File: config.mk
export PLATFORM = sky130hd
export DESIGN_NAME = mem_access
export DESIGN_NICKNAME = d
export VERILOG_FILES = /design/src/rtl/mem_access_pkg.sv /design/src/rtl/mem_lane_align.sv /design/src/rtl/mem_access.sv
export SDC_FILE = /design/constraint.sdc
export NUM_CORES = 1
export LEC_CHECK = 0
export BUFFER_PORTS_ARGS = -buffer_cell sky130_fd_sc_hd__buf_2
export CAP_MARGIN = 40
export CORE_MARGIN = 8
export CORE_UTILIZATION = 53
export DETAILED_ROUTE_END_ITERATION = 7
export GPL_ROUTABILITY_DRIVEN = 0
export PLACE_DENSITY = 0.84
export SYNTH_ARGS = -nofsm -noshare
export SYNTH_HDL_FRONTEND = slang
export SYNTH_SLANG_ARGS = --single-unit
File: constraint.sdc
create_clock -name clk -period 2.9 [get_ports clk]
set_clock_uncertainty 0.2 [all_clocks]
set_input_delay 0.29 -clock clk [delete_from_list [all_inputs] [get_ports clk]]
set_output_delay 0.29 -clock clk [all_outputs]
set_load 0.05 [all_outputs]
File: src/rtl/mem_access_pkg.sv
// Shared types and constants for the MEM-stage load/store unit.
// Access-size codes, FSM state encodings and lane-mask helpers.
package mem_access_pkg;

  localparam int WORD_W  = 64;
  localparam int DBESIZE = 8;

  localparam logic [1:0] MEMSIZE_B = 2'b00;
  localparam logic [1:0] MEMSIZE_H = 2'b01;
  localparam logic [1:0] MEMSIZE_W = 2'b10;
  localparam logic [1:0] MEMSIZE_D = 2'b11;

  typedef enum logic [1:0] {
    MEMST_IDLE = 2'd0,
    MEMST_BUSY = 2'd1,
    MEMST_DONE = 2'd2
  } mem_state_e;

  // Offset bits that must be zero for an access of this size to be aligned.
  function automatic logic [2:0] size_low_mask(input logic [1:0] size);
    case (size)
      MEMSIZE_B: return 3'b000;
      MEMSIZE_H: return 3'b001;
      MEMSIZE_W: return 3'b011;
      default:   return 3'b111;
    endcase
  endfunction

  function automatic logic [DBESIZE-1:0] size_be_mask(input logic [1:0] size);
    case (size)
      MEMSIZE_B: return 8'hFF >> 7;
      MEMSIZE_H: return 8'h03;
      MEMSIZE_W: return 8'h0F;
      default:   return 8'hFF;
    endcase
  endfunction

endpackage

File: src/rtl/mem_lane_align.sv
// Byte-lane steering: byte enables, replicated store data and aligned/extended load data.
// MISALIGN_TRAP_EN keeps the raw offset and flags misalignment; otherwise the offset is force-aligned.
module mem_lane_align
  import mem_access_pkg::*;
(
  input  logic [1:0]         size,
  input  logic [2:0]         off,
  input  logic               signext,
  input  logic [WORD_W-1:0]  wdata,
  input  logic [WORD_W-1:0]  drdata,
  output logic [DBESIZE-1:0] dbe,
  output logic [WORD_W-1:0]  dwdata,
  output logic [WORD_W-1:0]  ldata_next,
  output logic               misalign
);

  logic [2:0]        low_mask;
  logic [2:0]        off_eff;
  logic [WORD_W-1:0] shifted;

  always_comb begin
    low_mask = size_low_mask(size);
`ifdef MISALIGN_TRAP_EN
    misalign = (off & low_mask) != 3'd0;
    off_eff  = off;
`else
    misalign = 1'b0;
    off_eff  = off & ~low_mask;
`endif
    dbe     = size_be_mask(size) << off_eff;
    shifted = drdata >> {off_eff, 3'b000};
    case (size)
      MEMSIZE_B: begin
        dwdata     = {8{wdata[7:0]}};
        ldata_next = signext ? {{56{shifted[7]}}, shifted[7:0]} : {56'd0, shifted[7:0]};
      end
      MEMSIZE_H: begin
        dwdata     = {4{wdata[15:0]}};
        ldata_next = signext ? {{48{shifted[15]}}, shifted[15:0]} : {48'd0, shifted[15:0]};
      end
      MEMSIZE_W: begin
        dwdata     = {2{wdata[31:0]}};
        ldata_next = signext ? {{32{shifted[31]}}, shifted[31:0]} : {32'd0, shifted[31:0]};
      end
      default: begin
        dwdata     = wdata;
        ldata_next = shifted;
      end
    endcase
  end

endmodule

File: src/rtl/mem_access.sv
// MEM-stage load/store unit: stalls the pipeline around a req/ack data-memory transaction.
// Optional MISALIGN_TRAP_EN turns misaligned accesses into a no-request trap.
module mem_access
  import mem_access_pkg::*;
#(
  parameter int unsigned TIMEOUT = 255
) (
  input  logic               clk,
  input  logic               rst_n,
  input  logic               nopin,
  input  logic               memread,
  input  logic               memwrite,
  input  logic [1:0]         size,
  input  logic               signext,
  input  logic [WORD_W-1:0]  addr,
  input  logic [WORD_W-1:0]  wdata,
  output logic               dreq,
  output logic               dwe,
  output logic [WORD_W-1:0]  daddr,
  output logic [WORD_W-1:0]  dwdata,
  output logic [DBESIZE-1:0] dbe,
  input  logic [WORD_W-1:0]  drdata,
  input  logic               dack,
  output logic               stall,
  output logic [WORD_W-1:0]  ldata,
  output logic               memerr,
  output logic               misalign
);

  localparam int CNT_W = $clog2(TIMEOUT + 1);

  mem_state_e         state_q, state_d;
  logic [CNT_W-1:0]   count_q, count_d;
  logic               dreq_q, dreq_d;
  logic               dwe_q, dwe_d;
  logic [WORD_W-1:0]  daddr_q, daddr_d;
  logic [WORD_W-1:0]  dwdata_q, dwdata_d;
  logic [DBESIZE-1:0] dbe_q, dbe_d;
  logic [WORD_W-1:0]  ldata_q, ldata_d;
  logic               memerr_q, memerr_d;
  logic               misalign_q, misalign_d;

  logic               memop;
  logic [DBESIZE-1:0] dbe_n;
  logic [WORD_W-1:0]  dwdata_n;
  logic [WORD_W-1:0]  ldata_n;
  logic               mis_n;

  // EX/MEM is frozen while stalled, so the live inputs still describe the pending access.
  mem_lane_align u_lane (
    .size       (size),
    .off        (addr[2:0]),
    .signext    (signext),
    .wdata      (wdata),
    .drdata     (drdata),
    .dbe        (dbe_n),
    .dwdata     (dwdata_n),
    .ldata_next (ldata_n),
    .misalign   (mis_n)
  );

  always_comb begin
    memop      = !nopin && (memread || memwrite);
    stall      = 1'b0;
    state_d    = state_q;
    count_d    = count_q;
    dreq_d     = dreq_q;
    dwe_d      = dwe_q;
    daddr_d    = daddr_q;
    dwdata_d   = dwdata_q;
    dbe_d      = dbe_q;
    ldata_d    = ldata_q;
    memerr_d   = memerr_q;
    misalign_d = misalign_q;
    case (state_q)
      MEMST_IDLE: begin
        if (memop) begin
          stall = 1'b1;
          if (mis_n) begin
            state_d    = MEMST_DONE;
            misalign_d = 1'b1;
            memerr_d   = 1'b0;
            ldata_d    = '0;
          end else begin
            state_d  = MEMST_BUSY;
            count_d  = '0;
            dreq_d   = 1'b1;
            dwe_d    = memwrite;
            daddr_d  = {addr[WORD_W-1:3], 3'b000};
            dbe_d    = dbe_n;
            dwdata_d = dwdata_n;
          end
        end
      end
      MEMST_BUSY: begin
        stall   = 1'b1;
        count_d = count_q + 1'b1;
        // An ack arriving on the final allowed cycle still completes normally.
        if (dack) begin
          state_d    = MEMST_DONE;
          dreq_d     = 1'b0;
          dwe_d      = 1'b0;
          ldata_d    = ldata_n;
          memerr_d   = 1'b0;
          misalign_d = 1'b0;
        end else if (count_q == CNT_W'(TIMEOUT - 1)) begin
          state_d    = MEMST_DONE;
          dreq_d     = 1'b0;
          dwe_d      = 1'b0;
          ldata_d    = '0;
          memerr_d   = 1'b1;
          misalign_d = 1'b0;
        end
      end
      MEMST_DONE: begin
        state_d = MEMST_IDLE;
      end
      default: begin
        state_d = MEMST_IDLE;
      end
    endcase
  end

  always_ff @(posedge clk or negedge rst_n) begin
    if (!rst_n) begin
      state_q    <= MEMST_IDLE;
      count_q    <= '0;
      dreq_q     <= 1'b0;
      dwe_q      <= 1'b0;
      daddr_q    <= '0;
      dwdata_q   <= '0;
      dbe_q      <= '0;
      ldata_q    <= '0;
      memerr_q   <= 1'b0;
      misalign_q <= 1'b0;
    end else begin
      state_q    <= state_d;
      count_q    <= count_d;
      dreq_q     <= dreq_d;
      dwe_q      <= dwe_d;
      daddr_q    <= daddr_d;
      dwdata_q   <= dwdata_d;
      dbe_q      <= dbe_d;
      ldata_q    <= ldata_d;
      memerr_q   <= memerr_d;
      misalign_q <= misalign_d;
    end
  end

  assign dreq     = dreq_q;
  assign dwe      = dwe_q;
  assign daddr    = daddr_q;
  assign dwdata   = dwdata_q;
  assign dbe      = dbe_q;
  assign ldata    = ldata_q;
  assign memerr   = memerr_q;
  assign misalign = misalign_q;

endmodule

* Word level (Yosys, flattened, before mapping)
Index checks and enable logic that the tools add are counted.
Word-level totals: output and inout bits 205, word-level logic and storage cells 58, register bits 211, bits of input ports 201
Cells by class: shift-type cells 2, bitwise operators 2, reductions and logical operators 12, equal/unequal tests 6, multiplexer cells 25, add/sub/neg operators 1
Operators by type and width (number):
- $pmux W64 S3 | 2
- $mux W64 | 5
- $shr A64 B6 Y64 | 1
- $pmux W8 S3 | 1
- $pmux W8 S2 | 1
- $pmux W3 S3 | 1
- $add A8 B1 Y8 const B | 1
- $eq A8 B8 Y1 const B | 1
- $mux W8 | 1
- $reduce_and A2 Y1 | 4
- $shl A8 B3 Y8 | 1
- $mux W1 | 7
- $mux W2 | 3
- $pmux W1 S2 | 3
- $eq A2 B1 Y1 const B | 2
- $logic_not A2 Y1 | 2
- $pmux W2 S2 | 1
- $reduce_bool A2 Y1 | 2
- $and A3 B3 Y3 | 1
- $ne A3 B3 Y1 const B | 1
- $not A3 Y3 | 1
- $reduce_and A3 Y1 | 1
- $eq A2 B2 Y1 const B | 1
- $ne A2 B2 Y1 const B | 1
- 3 further kinds | 3

* Logic depth before layout (Yosys ltp)
Gate-level depths: netlist (run 1).
depth after elaboration 8, depth in mapped cells 10, mapped depth without buffers 7

* Hierarchy
A second synthesis (run 1) with hierarchy kept.
Second synthesis, totals: cell total of the unflattened synthesis 1304, area, all modules 11567.3 um^2
By module, submodules not included:
- mem_access | area an instance 7971.4 um^2, times used 1, cells an instance 787, seq. area each 5280.1 um^2
- mem_lane_align | area an instance 3595.9 um^2, times used 1, cells an instance 517, seq. area each 0.0 um^2

* Worst setup path after synthesis (run 1)
No wires, ideal clock.
kind input to register, from in size[1], to reg ldata_q[31], in the netlist ldata[31], required time 2.576 ns, buffers on the path 2, library setup time 0.124 ns, stages on the path 8, setup slack 0.544 ns, data arrival time 2.032 ns, cell sequence buf_4 -> or4b_1 -> o32ai_1 -> nor3_1 -> nor3_1 -> a2111oi_4 -> buf_4 -> a211o_1
Between the ends: longest elaborated chain between the ends 8, elaborated cells between the ends (all ways) 12, classes of those cells eq/ne: 2; shift: 1; mux: 6; bitwise: 2; reduce/logical: 1
RTL lines:
- from (decl) | RTL line mem_access.sv:13 | input logic [1:0] size,
- $eq A2 B2 Y1 (tied with other cells) | RTL line mem_access_pkg.sv:21, mem_lane_align.sv:32
- $pmux W3 S3 | RTL line mem_access_pkg.sv:21 | case (size)
- $not A3 Y3 | RTL line mem_lane_align.sv:28 | off_eff = off & ~low_mask;
- $and A3 B3 Y3 | RTL line mem_lane_align.sv:28
- $shr A64 B6 Y64 | RTL line mem_lane_align.sv:31 | shifted = drdata >> {off_eff, 3'b000};
- $mux W64 (on tied branches) | RTL line mem_lane_align.sv:43, mem_lane_align.sv:35, mem_lane_align.sv:39
- $pmux W64 S3 * | RTL line mem_lane_align.sv:32 | case (size)
- $mux W64 * | RTL line mem_access.sv:99 | if (dack) begin
- to (signal assigned) | RTL line mem_access.sv:144 | ldata_q <= ldata_d;
- to (decl) | RTL line mem_access.sv:39 | logic [WORD_W-1:0] ldata_q, ldata_d;
Every way passes the cells marked *; elsewhere a longest branch is shown, timed or not. A chain may end at the register's enable or synchronous reset.

* Final worst setup path (run 1)
from reg state_q[0], to reg dwdata_q[30], in the netlist dwdata[30]
Between the ends: longest elaborated chain between the ends 2
RTL lines:
- from (decl) | RTL line mem_access.sv:32 | mem_state_e state_q, state_d;
- from (signal assigned) | RTL line mem_access.sv:137 | state_q <= state_d;
- $logic_not A2 Y1 | RTL line mem_access.sv:75 | case (state_q)
- $reduce_and A2 Y1 (no source line)
- to (signal assigned) | RTL line mem_access.sv:142 | dwdata_q <= dwdata_d;
- to (decl) | RTL line mem_access.sv:37 | logic [WORD_W-1:0] dwdata_q, dwdata_d;
No other way between the ends.

==> qor.yml, run 1 <==
run_status:
  status: "finished with violations"
  failed_checks: "negative hold slack"
cells_and_area:
  area_growth_pct: 43.38
  nNetsFinal: 1844
  seqCellArea_um2: 5255
  multi_input_area_um2: 4791
  drive_gt1_frac: 0.3124
  n_fill_cell: 1213
clock_tree:
  cts-resized-gates: 0
  cts-root-buf: "clkbuf_16"
  cts_tree: "done"
  postCtsSetupBuffers: 0
  clk_latency_ns: 0.52
  cts_sinks: 210
  h-tree-depth: 1
  cts_buffers: 24
  clk_pin_slew_ns: 0.07
  cts_buffer_depth: 3
synth:
  async_flop_share: 1.000
  yosys.area.top_type: "dfrtp_1"
  synth_common_cells: "nand2_1, dfrtp_1, mux2i_1"
  synth.most_common_cell: "nand2_1"
  seq_area_frac_synth: 0.5049
  synth_top_flop_cell: "dfrtp_1"
  synth_area_per_cell_um2: 9.130
  ys_types: 55
  postSynthCellCount: 1140
  synthDominantCellAreaShare: 0.5049
  ys_warn_count: 0
  synth_edf_count: 0
  syn_area_um2: 10410
  synth.area.top_cells: "dfrtp_1, nand2_1, mux2i_1"
  ys_ff_latch: 210
critical_path:
  path_class: "reg2reg"
  ff2ff_path_depth: 3
  cp_data_required_time_ns: 3.05
  crit_path_start: "state_q[0]"
  crit_end: "dwdata[30]"
  timing.rr.end: "dwdata[30]"
  worst_setup_path_start_kind: "register"
  r2r_start: "state_q[0]"
  worst-path-max-fanout: 53
  rrSetupSlack_ns: 0.21
  cp-end-kind: "register"
  arrival_ns: 2.84
power:
  switching_power_mw: 7.743
  internal_power_mw: 7.900
  pwr-share-clk: 0.219
  total_power_mw: 15.64
  p_leak_nw: 7.947
  ir_worst_vdd_v: 0.0007888
  comb_power_share: 0.478
  seqPwrFrac: 0.302
  powerDensity_nw_per_um2: 1048
  switching_share: 0.4950
die:
  die_h_um: 156.1
  initial_utilization: 0.5366
  core_area_um2: 19400
  ios: 406
  std_cell_rows: 51
  fp.dieW_um: 156.1
  die-area_um2: 24380
detailed_routing:
  routed_via_density: 6.014
  wl_per_cell_um: 23.05
  routed_wl_um: 44470
  postRouteAntennaNets: 0
  firstDrtPassIters: 8
  vias: 11601
  drtIter0Drc: 1553
  drc_errors: 0
global_route:
  overflow: 0
  globalRouteTotalUtil: 0.3584
  antenna_found_initial: 13
  grt_max_degree: 80
  grt_pass1_vias: 11761
  grt_pass1_wl_um: 68050
min_path:
  hold_class: "in2reg"
sta:
  slew_violations: 0
  hold_ws_ns: -0.004605
  min_period_ns: 2.691
  relSlewSlack: 0.4217
  max_freq_ghz: 0.3716
  worstMarginPinSlew_ns: 0.8603
  setup_viol: 0
  hold_violations: 1
  rsz0062_at_grt: "false"
  final.period_utilization: 0.9279
  setup_tns_ns: 0
flow_run:
  maxCapViolCount: 0
placement:
  portBuffers: 401
  hpwl_um: 27770
==> cell usage in the layout, fill, tap and decap left out, types with 7 or more instances in the layout <==
master         Yosys  layout
o21ai_1           11      10
dlygate4sd3_1      0     124
mux2i_1           78      78
or2_2             23      23
nand2_1          360     360
a211o_1            9       9
o31ai_1           16      16
clkbuf_8           0       9
dfrtp_1          210     210
a211oi_1          24      24
nor2_1            40      40
o21ai_0           53      53
buf_2              8     400
a221o_1           15      15
clkbuf_16          0      24
nand3_1           35      35
a21oi_1           26      25
and2_1            12      12
a31oi_1           15      15
o2bb2ai_1          7       7
buf_4              8      29
a22o_1            32      32
a21o_1            18      18
==> through the flow <==
stage | hold slack, ns | instance area, um^2 | utilization | instances | setup WS, ns
5_1_grt | 0.01421 | 14920 | 0.7694 | 1929 | 0.1238
3_3_place_gp | 0.1562 | 12750 | 0.6574 | 1755 | 0.05828
3_5_place_dp | 0.1543 | 12760 | 0.6580 | 1756 | 0.1926
6_report | -0.004605 | 14920 | 0.7694 | 1929 | 0.2091
2_1_floorplan | -0.2056 | 10420 | - | 1143 | 0.5436
4_1_cts | 0.001392 | 14910 | 0.7686 | 1923 | 0.3450
==> worst min path at each step <==
| stage | from | end | cells past startpoint |
|---|---|---|---|
| detailed placement | rst_n | daddr[32] | 1 |
| finish | drdata[47] | ldata[47] | 3 |
| CTS | drdata[19] | ldata[3] | 5 |
| floorplan | rst_n | count_q[0] | 0 |
| global route | drdata[47] | ldata[47] | 3 |
| global placement | rst_n | daddr[32] | 1 |
==> layer usage <==
metal | up-vias | global-route usage | routed length, um
met3 | 237 | 0.1172 | 5277
met4 | 14 | 0.2279 | 3031
met2 | 965 | 0.5521 | 20470
li1 | 4950 | - | -
met1 | 5435 | 0.4274 | 15600
met5 | - | 0 | 88
==> power by group through the flow <==
stage	clock, mW	sequential, mW	combinational [mW]
floorplan	0	8.31	1.43
global placement	0	4.64	7.05
detailed placement	0	4.66	7.16
CTS	3.42	4.64	7.33
global route	3.57	4.81	7.79
finish	3.43	4.73	7.48
==> flip-flops by register name, indices dropped and copies added (netlist names) <==
signal,flops
count_q,8
memerr,1
dwdata,64
daddr,61
dwe,1
ldata,64
dreq,1
state_q,2
dbe,8
==> cells by family (layout without fill, tap and decap cells) <==
group,after synthesis,count (layout),synth area share
adders and majority gates,2,2,0.002404
other,1,10,0.0003603
buffers and inverters,95,610,0.03883
DFF,210,210,0.5049
AOI/OAI and AO/OA,248,248,0.1701
muxes,78,78,0.07501
and+or+nand+nor,505,505,0.2076
xor gates and xnor gates,1,1,0.0008416
==> final cells by class <==
| cell class | count | area share |
|---|---|---|
| inverters | 6 | 0.001509 |
| flip-flops and latches | 210 | 0.3521 |
| clock buffers | 33 | 0.04787 |
| repair buffers | 561 | 0.2416 |
| multi-input cells | 838 | 0.3210 |
| diodes | 6 | 0.001006 |
| well taps | 265 | 0.02222 |
| clock inverters | 10 | 0.01266 |
==> critical path, cell delays in order, from the launching register on <==
cell and delay, ns:
dfrtp_1 0.42, or4_4 0.83, buf_4 0.39, o31ai_1 0.63
==> what timing repair did <==
item | in CTS | in global routing
setup endpoints to repair | 0 | 0
hold endpoints to repair | 196 | 0
hold buffers | 124 | 0
(Power assumes the default switching activity.)
==> run 2, diff against run 1 <==
--- a/config.mk
+++ b/config.mk
@@ -8,10 +8,10 @@
 export BUFFER_PORTS_ARGS = -buffer_cell sky130_fd_sc_hd__buf_2
 export CAP_MARGIN = 40
 export CORE_MARGIN = 8
-export CORE_UTILIZATION = 53
+export CORE_UTILIZATION = 40
 export DETAILED_ROUTE_END_ITERATION = 7
 export GPL_ROUTABILITY_DRIVEN = 0
-export PLACE_DENSITY = 0.84
+export PLACE_DENSITY = 0.66
 export SYNTH_ARGS = -nofsm -noshare
 export SYNTH_HDL_FRONTEND = slang
 export SYNTH_SLANG_ARGS = --single-unit
==> qor.yml, run 2 (synthesis gave the netlist of run 1 again) <==
die:
  core_area_um2: 25840
  initial_utilization: 0.4029
  ios: 406
  fp.dieW_um: 177.3
  die-area_um2: 31440
  std_cell_rows: 59
  die_h_um: 177.3
clock_tree:
  clk_latency_ns: 0.52
  postCtsSetupBuffers: 0
  cts_sinks: 210
  cts-resized-gates: 0
  cts_tree: "done"
  clk_pin_slew_ns: 0.06
  h-tree-depth: 1
  cts_buffer_depth: 3
  cts_buffers: 24
  cts-root-buf: "clkbuf_16"
global_route:
  grt_max_degree: 73
  overflow: 0
  globalRouteTotalUtil: 0.2506
  antenna_found_initial: 6
  grt_pass1_wl_um: 62410
  grt_pass1_vias: 10853
detailed_routing:
  postRouteAntennaNets: 0
  routed_wl_um: 41150
  drc_errors: 0
  firstDrtPassIters: 5
  drtIter0Drc: 835
  vias: 10694
  routed_via_density: 5.326
  wl_per_cell_um: 20.49
sta:
  setup_ws_ns: 0.3117
  relSlewSlack: 0.4328
  slew_violations: 0
  setup_viol: 0
  max_freq_ghz: 0.3864
  min_period_ns: 2.588
  worstMarginPinSlew_ns: 0.8437
  rsz0062_at_grt: "false"
  setup_tns_ns: 0
  final.period_utilization: 0.8925
  hold_violations: 0
critical_path:
  r2r_start: "state_q[0]"
  ff2ff_path_depth: 3
  arrival_ns: 2.84
  cp-end-kind: "register"
  rrSetupSlack_ns: 0.70
  cpPeakStageDelay_ns: 0.70
  path_class: "in2reg"
  timing.rr.end: "dbe[0]"
  crit_path_start: "drdata[39]"
  worst_setup_path_start_kind: "input port"
  worst-path-max-fanout: 8
  worst_path_max_delay_cell: "nor4_2"
  cp_data_required_time_ns: 3.16
  cp_cell_sequence: "dlygate4sd3_1 > buf_2 > or3b_1 > o311ai_0 > a221oi_2 > nor2_2 > buf_4 > nor4_2 > a211o_1"
min_path:
  hold_start: "wdata[52]"
  min_to: "dwdata[52]"
  hold_class: "in2reg"
  whs_path_depth: 5
cells_and_area:
  mostFrequentLayoutCells: "buf_2, nand2_1, dfrtp_1"
  drive_gt1_frac: 0.3070
  area_growth_pct: 43.17
  layout_commonest_cell: "buf_2"
  n_fill_cell: 2281
  nNetsFinal: 1855
  finish.utilization: 0.5768
power:
  ir_worst_vdd_v: 0.0007174
  p_leak_nw: 7.892
  total_power_mw: 14.79
  powerDensity_nw_per_um2: 992.5
placement:
  portBuffers: 401
  hpwl_um: 29320
  place_worst_setup_slack_ns: 0.1158
run_status:
  status: "completed"
flow_run:
  maxCapViolCount: 0
[run 2: changes by cell type in the layout (fill, tap and decap cells not counted), moves of 5 or more]
cell           previous run  this run
clkbuf_1                  1        12
buf_4                    29        36
bufinv_16                 5         0
clkbuf_8                  9         4
dlygate4sd3_1           124       129
[run 2: critical path, delay by kind of cell]
kind | cells | cell delay [ns]
simple gates | 3 | 0.91
compound gates | 3 | 0.77
buf+inv | 3 | 0.87
[run 2: layout make-up]
class / instances / area (um^2) / share of cell area
diodes: 5 / 12.51 / 0.0008396
clock buffers: 39 / 686.9 / 0.04610
clock inverters: 3 / 26.28 / 0.001763
inverters: 6 / 22.52 / 0.001511
multi-input cells: 838 / 4791 / 0.3215
flip-flops and latches: 210 / 5255 / 0.3526
well taps: 335 / 419.2 / 0.02813
repair buffers: 572 / 3689 / 0.2475
[run 2: where the power goes]
part	leakage [nW]	internal (mW)	switching (mW)
registers	2.63	4.00	0.636
logic	4.92	1.74	5.61
clock network	0.346	1.61	1.19
total	7.89	7.35	7.44
[run 2: worst max path at each step]
stage | cells past startpoint | endpoint
3_5_place_dp | 9 | ldata[27]
4_1_cts | 9 | ldata[13]
5_1_grt | 9 | ldata[13]
6_report | 9 | ldata[10]
3_3_place_gp | 7 | ldata[26]
2_1_floorplan | 8 | ldata[31]
[run 2: through the flow]
step           std cells  hold WS [ns]  area [um^2]
3_3_place_gp        1830        0.1324        12850
2_1_floorplan       1143       -0.2056        10420
6_report            2008      0.009782        14900
4_1_cts             2003     0.0005033        14890
3_5_place_dp        1832        0.1413        12880
5_1_grt             2008       0.01410        14900
[run 2: layer usage]
metal | GRT usage | part of all wire
met4 | 0.1167 | 0.048
met5 | 0 | 0.00032
met3 | 0.06426 | 0.087
met1 | 0.3186 | 0.41
met2 | 0.3955 | 0.46
[run 2: what timing repair did]
item,4_1_cts,5_1_grt
setup endpoints to repair,0,0
hold endpoints to repair,191,0
hold buffers,129,0
==> run 3, diff against run 2 <==
--- a/config.mk
+++ b/config.mk
@@ -11,6 +11,7 @@
 export CORE_UTILIZATION = 40
 export DETAILED_ROUTE_END_ITERATION = 7
 export GPL_ROUTABILITY_DRIVEN = 0
+export HOLD_SLACK_MARGIN = 0.06
 export PLACE_DENSITY = 0.66
 export SYNTH_ARGS = -nofsm -noshare
 export SYNTH_HDL_FRONTEND = slang
==> constraint.sdc (replaced) <==
create_clock -name clk -period 2.8 [get_ports clk]
set_clock_uncertainty 0.2 [all_clocks]
set_input_delay 0.28 -clock clk [delete_from_list [all_inputs] [get_ports clk]]
set_output_delay 0.28 -clock clk [all_outputs]
set_load 0.05 [all_outputs]
==> qor.yml, run 3 (synthesis gave the netlist of run 1 again) <==
cells_and_area:
  mostFrequentLayoutCells: "buf_2, nand2_1, dfrtp_1"
  finish.utilization: 0.5913
  layout_commonest_cell: "buf_2"
  final_cell_area_um2: 15280
  n_fill_cell: 2199
  area_growth_pct: 46.78
  drive_gt1_frac: 0.3019
  seqCellArea_um2: 5255
  multi_input_area_um2: 4791
  nNetsFinal: 1882
sta:
  setup_viol: 0
  worstMarginPinSlew_ns: 0.9245
  slew_violations: 0
  hold_violations: 0
  max_freq_ghz: 0.3744
  hold_ws_ns: 0.08587
  rsz0062_at_grt: "false"
  relSlewSlack: 0.3785
  final.period_utilization: 0.9540
  min_period_ns: 2.671
die:
  die-area_um2: 31440
  die_h_um: 177.3
  std_cell_rows: 59
  core_area_um2: 25840
  fp.dieW_um: 177.3
  ios: 406
  initial_utilization: 0.4029
critical_path:
  cp_cell_sequence: "dlygate4sd3_1 > buf_2 > or3b_1 > o311ai_0 > a221oi_2 > nor2_2 > buf_4 > nor4_2 > a211o_1"
  cp-end-kind: "register"
  worst_path_max_delay_cell: "nor4_2"
  path_class: "in2reg"
  cp_data_required_time_ns: 3.05
  cpPeakStageDelay_ns: 0.76
  worst-path-max-fanout: 8
  arrival_ns: 2.92
  worst_setup_path_start_kind: "input port"
placement:
  hpwl_um: 29130
  portBuffers: 401
  placed_area_um2: 12860
detailed_routing:
  postRouteAntennaNets: 0
  vias: 11007
  drtIter0Drc: 1072
  drc_errors: 0
  firstDrtPassIters: 5
  wl_per_cell_um: 20.36
  routed_wl_um: 41510
  routed_via_density: 5.398
flow_run:
  maxCapViolCount: 0
clock_tree:
  postCtsSetupBuffers: 0
  clk_pin_slew_ns: 0.06
  cts-root-buf: "clkbuf_16"
  cts_buffer_depth: 3
  clk_latency_ns: 0.51
  cts_sinks: 210
  cts_tree: "done"
  h-tree-depth: 1
  cts_buffers: 24
min_path:
  hold_class: "in2reg"
power:
  powerDensity_nw_per_um2: 1018
  p_leak_nw: 8.042
  ir_worst_vdd_v: 0.0007015
global_route:
  grt_max_degree: 73
  globalRouteTotalUtil: 0.2546
  grt_pass1_wl_um: 63610
  overflow: 0
  antenna_found_initial: 9
  grt_pass1_vias: 11151
run_status:
  status: "completed"
-- run 3: worst max-delay path: cells and delay by family --
family / cells / cell delay (ns)
AO/OA/AOI/OAI: 3 / 0.77
buffers and inverters: 3 / 0.87
AND/OR/NAND/NOR: 3 / 0.98
-- run 3: cell type report --
| class | count | area share |
|---|---|---|
| clock buffer | 33 | 0.04283 |
| antenna | 8 | 0.001310 |
| timing repair buffer | 599 | 0.2620 |
| sequential | 210 | 0.3440 |
| inverter | 6 | 0.001474 |
| multi-input combinational | 838 | 0.3136 |
| tap | 335 | 0.02743 |
| clock inverter | 10 | 0.007452 |
-- run 3: through the flow --
stage          setup TNS [ns]  power, mW  setup WS, ns  instances
3_5_place_dp                0      12.30       0.05417       1826
3_3_place_gp         -0.03921      12.21     -0.003887       1825
5_1_grt                     0      16.24       0.01534       2039
2_1_floorplan               0      10.09        0.4536       1143
4_1_cts                     0      15.61        0.1887       2031
6_report                    0      15.55        0.1288       2039
-- run 3: worst paths after layout --
path | start | endpoint | slack (ns) | cells past startpoint
max in group asynchronous | rst_n | dwdata[41] | 1.40 | 3
worst min-delay path | drdata[46] | ldata[46] | 0.09 | 4
min in group asynchronous | rst_n | daddr[37] | 0.13 | 2
worst min register to register | daddr[51] | daddr[51] | 0.27 | 2
worst max register to register | state_q[0] | dwdata[30] | 0.28 | 3
worst max-delay path | drdata[39] | ldata[15] | 0.13 | 9
-- run 3: what timing repair did --
| action | CTS | global route |
|---|---|---|
| hold endpoints to repair | 259 | 0 |
| setup endpoints to repair | 0 | 1 |
| hold buffers | 162 | 0 |
| resized for setup | 0 | 1 |
-- run 3: routing by layer --
metal / GRT usage / part of all wire / vias up
li1: - / - / 5033
met1: 0.3269 / 0.40 / 5247
met2: 0.3957 / 0.46 / 586
met3: 0.05936 / 0.084 / 139
met4: 0.1334 / 0.053 / 2
met5: 0 / 0.00034 / -
-- run 3: where the power goes --
group / internal [mW] / switching, mW
sequential: 4.14 / 0.662
clock: 1.82 / 1.25
combinational: 1.84 / 5.83
